==> src/rtl/mesh_pkg.sv <==
// Shared definitions for the mesh router output stage: port count,
// port index names, arbiter states and the modulo-step helper.
package mesh_pkg;

  localparam int N_PORTS = 5;

  typedef enum logic [2:0] {
    NORTH = 3'd0,
    EAST  = 3'd1,
    SOUTH = 3'd2,
    WEST  = 3'd3,
    LOCAL = 3'd4
  } port_e;

  typedef enum logic [1:0] {
    IDLE  = 2'd0,
    SEND  = 2'd1,
    STALL = 2'd2
  } arb_state_e;

  // Index base+offset folded into 0..n-1; callers keep base < n and offset < n.
  function automatic int rr_index(input int base, input int offset, input int n);
    int sum;
    sum = base + offset;
    return (sum >= n) ? sum - n : sum;
  endfunction

endpackage

==> src/rtl/rr_priority_encoder.sv <==
// Rotating-priority search: picks the first requesting port at or after
// ptr_i, wrapping modulo N_PORTS.
module rr_priority_encoder #(
  parameter int N_PORTS = mesh_pkg::N_PORTS,
  parameter int PTR_W   = (N_PORTS > 1) ? $clog2(N_PORTS) : 1
) (
  input  logic [N_PORTS-1:0] req_i,
  input  logic [PTR_W-1:0]   ptr_i,
  output logic [N_PORTS-1:0] grant_o,
  output logic               valid_o,
  output logic [PTR_W-1:0]   winner_o
);
  import mesh_pkg::*;

  logic [PTR_W-1:0] cand;

  always_comb begin
    grant_o  = '0;
    valid_o  = 1'b0;
    winner_o = '0;
    cand     = '0;
    for (int k = 0; k < N_PORTS; k++) begin
      cand = PTR_W'(rr_index(int'(ptr_i), k, N_PORTS));
      if (!valid_o && req_i[cand]) begin
        grant_o[cand] = 1'b1;
        valid_o       = 1'b1;
        winner_o      = cand;
      end
    end
  end

endmodule

==> src/rtl/output_port_arbiter.sv <==
// Output port arbiter: round-robin grant across input FIFOs into a
// one-deep output register that honours downstream hold.
//
//   state | meaning
//   IDLE  | output register empty; always accepts
//   SEND  | register full, last seen with holdIn low; accepts when holdIn low
//   STALL | register full, downstream holding; flit and rrPtr frozen
module output_port_arbiter #(
  parameter int FIFO_WIDTH = 64,
  parameter int N_PORTS    = mesh_pkg::N_PORTS
) (
  input  logic                  clk,
  input  logic                  reset,
  input  logic [N_PORTS-1:0]    requestValid,
  input  logic [FIFO_WIDTH-1:0] requestData [N_PORTS],
  output logic [N_PORTS-1:0]    requestPop,
  input  logic                  holdIn,
  output logic [FIFO_WIDTH-1:0] outData,
  output logic                  outWriteRequest
);
  import mesh_pkg::*;

  localparam int PTR_W = (N_PORTS > 1) ? $clog2(N_PORTS) : 1;

  arb_state_e            state_q, state_d;
  logic [FIFO_WIDTH-1:0] out_data_q, out_data_d;
  logic                  out_wr_q, out_wr_d;
  logic [PTR_W-1:0]      rr_ptr_q, rr_ptr_d;

  logic [N_PORTS-1:0]    grant;
  logic                  grant_valid;
  logic [PTR_W-1:0]      winner;
  logic                  accept;

  rr_priority_encoder #(
    .N_PORTS (N_PORTS),
    .PTR_W   (PTR_W)
  ) u_rr_priority_encoder (
    .req_i    (requestValid),
    .ptr_i    (rr_ptr_q),
    .grant_o  (grant),
    .valid_o  (grant_valid),
    .winner_o (winner)
  );

  always_ff @(posedge clk) begin
    if (reset) begin
      state_q    <= IDLE;
      out_data_q <= '0;
      out_wr_q   <= 1'b0;
      rr_ptr_q   <= '0;
    end else begin
      state_q    <= state_d;
      out_data_q <= out_data_d;
      out_wr_q   <= out_wr_d;
      rr_ptr_q   <= rr_ptr_d;
    end
  end

  always_comb begin
    state_d    = state_q;
    out_data_d = out_data_q;
    out_wr_d   = out_wr_q;
    rr_ptr_d   = rr_ptr_q;
    requestPop = '0;
    accept     = 1'b0;

    // A full register frees up the same cycle holdIn drops, so SEND and
    // STALL share the accept rule.
    case (state_q)
      IDLE:        accept = 1'b1;
      SEND, STALL: accept = !holdIn;
      default:     accept = 1'b0;
    endcase

    if (accept) begin
      if (grant_valid) begin
        requestPop = grant;
        out_data_d = requestData[winner];
        out_wr_d   = 1'b1;
        rr_ptr_d   = (winner == PTR_W'(N_PORTS - 1)) ? '0 : winner + 1'b1;
        state_d    = holdIn ? STALL : SEND;
      end else begin
        out_wr_d = 1'b0;
        state_d  = IDLE;
      end
    end else begin
      state_d = STALL;
    end

    if (reset) begin
      requestPop = '0;
    end
  end

  assign outData         = out_data_q;
  assign outWriteRequest = out_wr_q;

endmodule

==> config.mk <==
export PLATFORM = sky130hd
export DESIGN_NAME = output_port_arbiter
export DESIGN_NICKNAME = d
export VERILOG_FILES = /design/src/rtl/mesh_pkg.sv /design/src/rtl/rr_priority_encoder.sv /design/src/rtl/output_port_arbiter.sv
export SDC_FILE = /design/constraint.sdc
export NUM_CORES = 1
export LEC_CHECK = 0
export CAP_MARGIN = 40
export CORE_AREA = 2 2 155 157
export CTS_CLUSTER_SIZE = 8
export DETAILED_ROUTE_END_ITERATION = 6
export DIE_AREA = 0 0 157 159
export GPL_ROUTABILITY_DRIVEN = 0
export GPL_TIMING_DRIVEN = 0
export PLACE_DENSITY = 0.72
export SYNTH_ARGS = -nofsm -noshare
export SYNTH_HDL_FRONTEND = slang
export SYNTH_SLANG_ARGS = --single-unit
export TNS_END_PERCENT = 1
==> constraint.sdc <==
create_clock -name clk -period 14 [get_ports clk]
set_clock_uncertainty 0.15 [all_clocks]
set_input_delay 2.8 -clock clk [delete_from_list [all_inputs] [get_ports clk]]
set_output_delay 2.8 -clock clk [all_outputs]
set_load 0.02 [all_outputs]
==> impl_results.md, run 1 <==
* Rows at 56
* FF-to-FF path depth at 18
* DIE HEIGHT at 159 um
* CTS tree: built
* Net Sw Power at approximately 1.9 mW
* Internal at 1.741 mW
* Worst R2R Start: rr_ptr_q[0]$_SDFFE_PP0P_
* Net Count, Synth at 1098
* P&R area growth vs syn at 66.77%
* HP Start: outWriteRequest$_SDFFE_PP0P_
* Synth Warn # at 0
* Initial antenna violation count at 1
* PostCTS Resize Cnt at 0
* WP data arrival at slightly above 7 ns
* Final worst path period share at 0.7231
* WL per Instance at around 21 um
* R2r setup slk at roughly 8.8 ns
* Total CTS buffers at 9
* Most common cell in the synthesized netlist: mux2_1
* CP startpoint kind: input pin
* Type of the tightest min-delay check: reg -> reg
* Hold depth at 2
* Seq pwr share at 0.095
* Die area at 24960 um^2
* Worst relative slew slack at 0.4218
* Hold-fix buffers, CTS at 0
* Sequential share of the synthesized area at 0.2016
* Post-synth top cells: 78 x mux2_1, 71 x a22oi_1, 70 x dfxtp_1
* Most used DFF post-synth: dfxtp_1
* Core area at 23190 um^2
* Asr flop ratio synth at 0
* Top Layer Used: met4
* Syn Area/Cell at 9.182 um^2
* Fin crit period at just over 10 ns
* Post-synthesis cell type count at 72
* Post-synth EDFFs at 0
* Metal-1 WL at around 13000 um
* Vias in the first global route at 8181
* Detail Route Antenna Nets at 0
* VDD IR-drop max at approximately 0.17 mV
* Via-per-instance ratio at about 5.5
* Top cell type by total area after synthesis: dfxtp_1
* Hold Fails Final Rpt at 0
* Tot GR Track Use at 0.2469
* Final Util at 0.4998
* Clock Latency Late Sink at 0.33 ns
* Pre-CTS setup slack at roughly 3.9 ns
* PD cells at 310.6 nW/um^2
* Setup Total Neg Slack at 0 ns
* Clk slew on worst S/H paths at around 0.05 ns
* CP required at ~11 ns
* Pleak at ~4.2 nW
* Worst Tran Pin Value at approximately 0.86 ns
* Outcome: complete, no violations
* Met3 WL post-DR at 2318 um
* Sw frac at 0.5163
* Layout cells sized above 1 at 0.1548
* Global-route wire length before repair at roughly 47000 um
* # IOs at just under 400
* Tot Pwr at between 3 and 4 mW
* DRT Wirelength at 31910 um
* Final setup vio count at 0
* RSZ-0062 raised after global routing: no
* CTS Buffer Depth at 2
* Nets at 1505
* Reg2reg end: outData[62]$_SDFFE_PP0P_
* Post-CTS Setup Inserts at 0
* CP Capture Type: output pin
* Total grt overflow at 0
* Setup crit start: requestValid[1]
* CP Class: in -> out
* Worst-path fanout max at 10
* TritonRoute pass-1 iters at 5
* Metal2 WL at ~16000 um
* Hold Crit Endpoint: outWriteRequest$_SDFFE_PP0P_
* Worst setup margin at around 3.9 ns
* Synthesis-stage register bit count at 70
* Root Driver: clkbuf_16
* CTS sink cnt at 70
* Largest net degree at the start of global routing at 14
* Fmax at 98.78 MHz
* Die Width at between 150 and 200 um
* Synth top area share at 0.2016
* Final HPWL DP at around 25000 um
* Cell Area, Synth at 6950 um^2
* Via count at between 8000 and 9000
* DR iter-0 viols at 490
* Mapped Cells at between 700 and 800
* Clock power frac at 0.061
* Slew Limit Fails at 0
* Comb pwr share at 0.844
* H-tree depth at 3
* Synth area leaders: dfxtp_1 20%, mux2_1 13%, a22oi_2 11%
* DRC Markers at 0
* Port-buffer cells at a little under 400
* Max-Cap Viols at 0
* Initial Utilization at 0.2997
kinds of logic after synthesis:
group | after synthesis | share of synthesized area
AO/OA/AOI/OAI | 340 | 0.4049
multiplexers | 135 | 0.2184
AND/OR/NAND/NOR | 102 | 0.07453
buffers and inverters | 92 | 0.06985
flip-flops | 70 | 0.2016
adder cells (fa/ha/maj) | 13 | 0.02448
XOR/XNOR | 5 | 0.006302
sequential cells by signal, summed over array words and instances, names as in the netlist:
register         cells
rr_ptr_q             3
state_q              2
outWriteRequest      1
outData             64
layout make-up:
cell class	count	area (um^2)
Fill cell	2250	11600
Multi-Input combinational cell	595	5064
Timing Repair Buffer	396	3964
Sequential cell	70	1401
Buffer	75	421.7
Tap cell	319	399.1
Clock buffer	10	229.0
Inverter	17	63.81
Clock inverter	6	46.29
Antenna cell	1	2.502
stage by stage:
step / hold slack, ns / instances / area [um^2]
2_1_floorplan: 0.4043 / 757 / 6950
6_report: 0.3770 / 1489 / 11590
3_3_place_gp: 0.3712 / 1472 / 11310
3_5_place_dp: 0.3774 / 1472 / 11310
4_1_cts: 0.3851 / 1488 / 11590
5_1_grt: 0.4242 / 1489 / 11590
per-layer routing:
layer  GRT usage  vias up
li1            -     3799
met1      0.3040     3946
met2      0.4380      368
met3     0.05362       27
met4     0.05254        0
met5           0        -
worst max path at each step:
stage	end	slack [ns]	cells after the start
after floorplan	requestPop[0]	6.01	11
after global placement	requestPop[4]	3.90	13
after detailed placement	requestPop[3]	3.95	13
after CTS	requestPop[3]	3.93	13
after global routing	requestPop[4]	3.71	13
final	requestPop[4]	3.88	13
power by group through the flow:
stage | Combinational [mW] | Clock [mW] | Sequential [mW]
floorplan | 2.09 | 0 | 0.404
global placement | 3.01 | 0 | 0.338
detailed placement | 3.03 | 0 | 0.341
CTS | 3.04 | 0.225 | 0.338
global route | 3.26 | 0.232 | 0.349
finish | 3.04 | 0.220 | 0.341
critical path: stages:
cell	delay, ns
clkdlybuf4s50_1	0.64
or3b_2	0.47
a32oi_1	0.26
o211ai_1	0.17
o21ai_2	0.16
a211oi_4	0.10
nand4b_1	0.19
and2_1	0.14
clkbuf_1	0.29
clkbuf_1	0.69
nand2b_1	0.34
nor2b_1	0.26
clkdlybuf4s50_1	0.64
placed cells by master (no fill, tap or decap), types with 6 or more instances in the layout:
cell type and instances:
mux2_2 51, nand2b_1 14, inv_1 17, dfxtp_1 70
buf_4 15, nand3_1 6, buf_6 9, a22oi_2 60
nand2_1 25, nor2_1 24, a21oi_1 15, buf_2 13
ha_1 12, clkbuf_1 38, o21ai_0 9, a22oi_1 71
clkbuf_16 9, o21bai_1 65, o22ai_1 65, mux2_1 78
clkdlybuf4s50_1 396, nor3_1 8
Power figures use the tool's default switching activity.
==> run 2: changes to the inputs <==
PLACE_DENSITY = 0.75   (was 0.72)
clock period = 9.1 ns   (was 14 ns; I/O delays follow)
==> run 2 against run 1 <==
Effect of this change: register-to-register slack got worse by 5.0 ns; critical path type unchanged; non-clock buffer count unchanged; hold slack better by 0.039 ns.
==> impl_results.md, run 2 (synthesized netlist as in run 1, its figures left out) <==
* CP startpoint kind: input pin
* Final setup vio count at 0 (unchanged)
* DRC Markers at 0 (unchanged)
* CTS Buffer Depth at 2 (unchanged)
* Clock Latency Late Sink at 0.33 ns (about the same)
* Detail Route Antenna Nets at 0 (unchanged)
* Largest register FFs at 64 (unchanged)
* Max-Cap Viols at 0 (unchanged)
* Total CTS buffers at 9 (unchanged)
* DR iter-0 viols at 473 (-3.5%)
* P&R area growth vs syn at 67.92%
* Final worst path period share at 0.9028
* Root Driver: clkbuf_16
* Pleak at 4.198 nW (+0.87%)
* Via-per-instance ratio at 5.422 (-0.81%)
* Outcome: complete, no violations
* Setup crit start: requestValid[1]
* Rows at 56 (unchanged)
* Clk slew on worst S/H paths at 0.06 ns (about the same)
* Worst Tran Pin Value at 0.8775 ns (+0.01297 ns)
* Port-buffer cells at 396 (unchanged)
* CTS tree: built
* FILL cells at 2179 (-3.2%)
* Worst-path fanout max at 10 (unchanged)
* Multi-input logic area at 5064 um^2 (unchanged)
* Fmax at around 120 MHz
* Worst R2R Start: rr_ptr_q[0]$_SDFFE_PP0P_
* Vias in the first global route at 8183 (+0.024%)
* Final HPWL DP at 25090 um (-0.87%)
* Tot GR Track Use at 0.2438 (-0.003070)
* WP data arrival at 6.25 ns (-0.92 ns)
* CP Capture Type: output pin
* Worst relative slew slack at 0.4131 (-0.008672)
* Final non-filler cell total at 1492 (+0.20%)
* Most frequent cells in the layout: 396 x clkdlybuf4s50_1, 78 x mux2_1, 71 x a22oi_1
* VDD IR-drop max at 0.2629 mV (+57%)
* Post-CTS Setup Inserts at 0 (unchanged)
* Number of placed instances, taps included at 1472 (unchanged)
* Initial Utilization at 0.2997 (unchanged)
* RSZ-0062 raised after global routing: no
* PD cells at 481.4 nW/um^2 (+55%)
* Hold Fails Final Rpt at 0 (unchanged)
* Slew Limit Fails at 0 (unchanged)
* TritonRoute pass-1 iters at 5 (unchanged)
* Initial antenna violation count at 5 (+4)
* Largest net degree at the start of global routing at 13 (-1)
* Type of the tightest min-delay check: reg -> reg
* DRT Wirelength at 31670 um (-0.77%)
* WL per Instance at 21.23 um (-0.97%)
* CP Class: in -> out
* Hold-fix buffers, CTS at 0 (unchanged)
* Setup Total Neg Slack at 0 ns (unchanged)
* Die area at 24960 um^2 (unchanged)
* Core area at 23190 um^2 (unchanged)
* Reg area at 1401 um^2 (unchanged)
* # IOs at 398 (unchanged)
* Total grt overflow at 0 (unchanged)
* Via count at 8090 (-0.61%)
* Nets at 1505 (unchanged)
* PostCTS Resize Cnt at 0 (unchanged)
* Fin crit period at just over 8 ns
* Layout cells sized above 1 at 0.1550 (about the same)
* Die Width at 157 um (unchanged)
* CTS sink cnt at 70 (unchanged)
* HP Start: outWriteRequest$_SDFFE_PP0P_
* H-tree depth at 3 (unchanged)
* DIE HEIGHT at 159 um (unchanged)
* Most common cell after layout, fill and taps aside: clkdlybuf4s50_1
* CP required at 7.13 ns (-3.92 ns)
* Global-route wire length before repair at 46970 um (-1.0%)
==> run 2: cell types whose count changed in the layout (fill, tap and decap cells not counted) <==
cell / change
bufinv_16: +3
clkbuf_1: -1
clkbuf_8: +1
clkinv_2: -1
clkinv_4: -2
clkinvlp_4: -1
diode_2: +4
==> run 2: path summary, 6_finish.rpt <==
path	to	slack (ns)	cells past startpoint
max	requestPop[0]	0.88	13
min reg2reg	outWriteRequest$_SDFFE_PP0P_	0.42	2
max reg2reg	outData[57]$_SDFFE_PP0P_	3.72	18
min	outWriteRequest$_SDFFE_PP0P_	0.42	2
==> run 2: per-stage QoR <==
stage          setup WS [ns]  power (mW)  area, um^2  hold WS [ns]  utilization
2_1_floorplan          3.070       3.841        6950        0.4043            -
3_3_place_gp          0.8724       5.128       11310        0.3735       0.4878
3_5_place_dp          0.8951       5.180       11310        0.3808       0.4878
4_1_cts               0.8610       5.631       11660        0.3976       0.5027
5_1_grt               0.6089       5.975       11670        0.4325       0.5032
6_report              0.8849       5.619       11670        0.4160       0.5032
==> run 2: metal layers <==
metal | wire (um) | track usage
met3 | 2176 | 0.04981
met1 | 12910 | 0.3005
met4 | 575 | 0.06672
met5 | 0 | 0
met2 | 16000 | 0.4274
==> run 2: critical path, cell delays in order <==
cell and delay [ns]:
clkdlybuf4s50_1 0.66, or3b_2 0.47, a32oi_1 0.27, o211ai_1 0.16, o21ai_2 0.15, a211oi_4 0.10
nand4b_1 0.18, and2_1 0.14, clkbuf_1 0.30, clkbuf_1 0.66, nand2b_1 0.40, a31oi_1 0.27
clkdlybuf4s50_1 0.64
==> run 2: where the power goes <==
group,internal [mW],switching [mW]
Sequential,0.435,0.0913
Combinational,2.06,2.61
Clock,0.275,0.147
Total,2.77,2.85
==> run 2: area by class of cell <==
cell class | count | share of cell area
Antenna cell | 5 | 0.001072
Buffer | 75 | 0.03613
Clock buffer | 10 | 0.02048
Clock inverter | 5 | 0.009112
Inverter | 17 | 0.005467
Multi-Input combinational cell | 595 | 0.4339
Sequential cell | 70 | 0.1201
Tap cell | 319 | 0.03420
Timing Repair Buffer | 396 | 0.3396
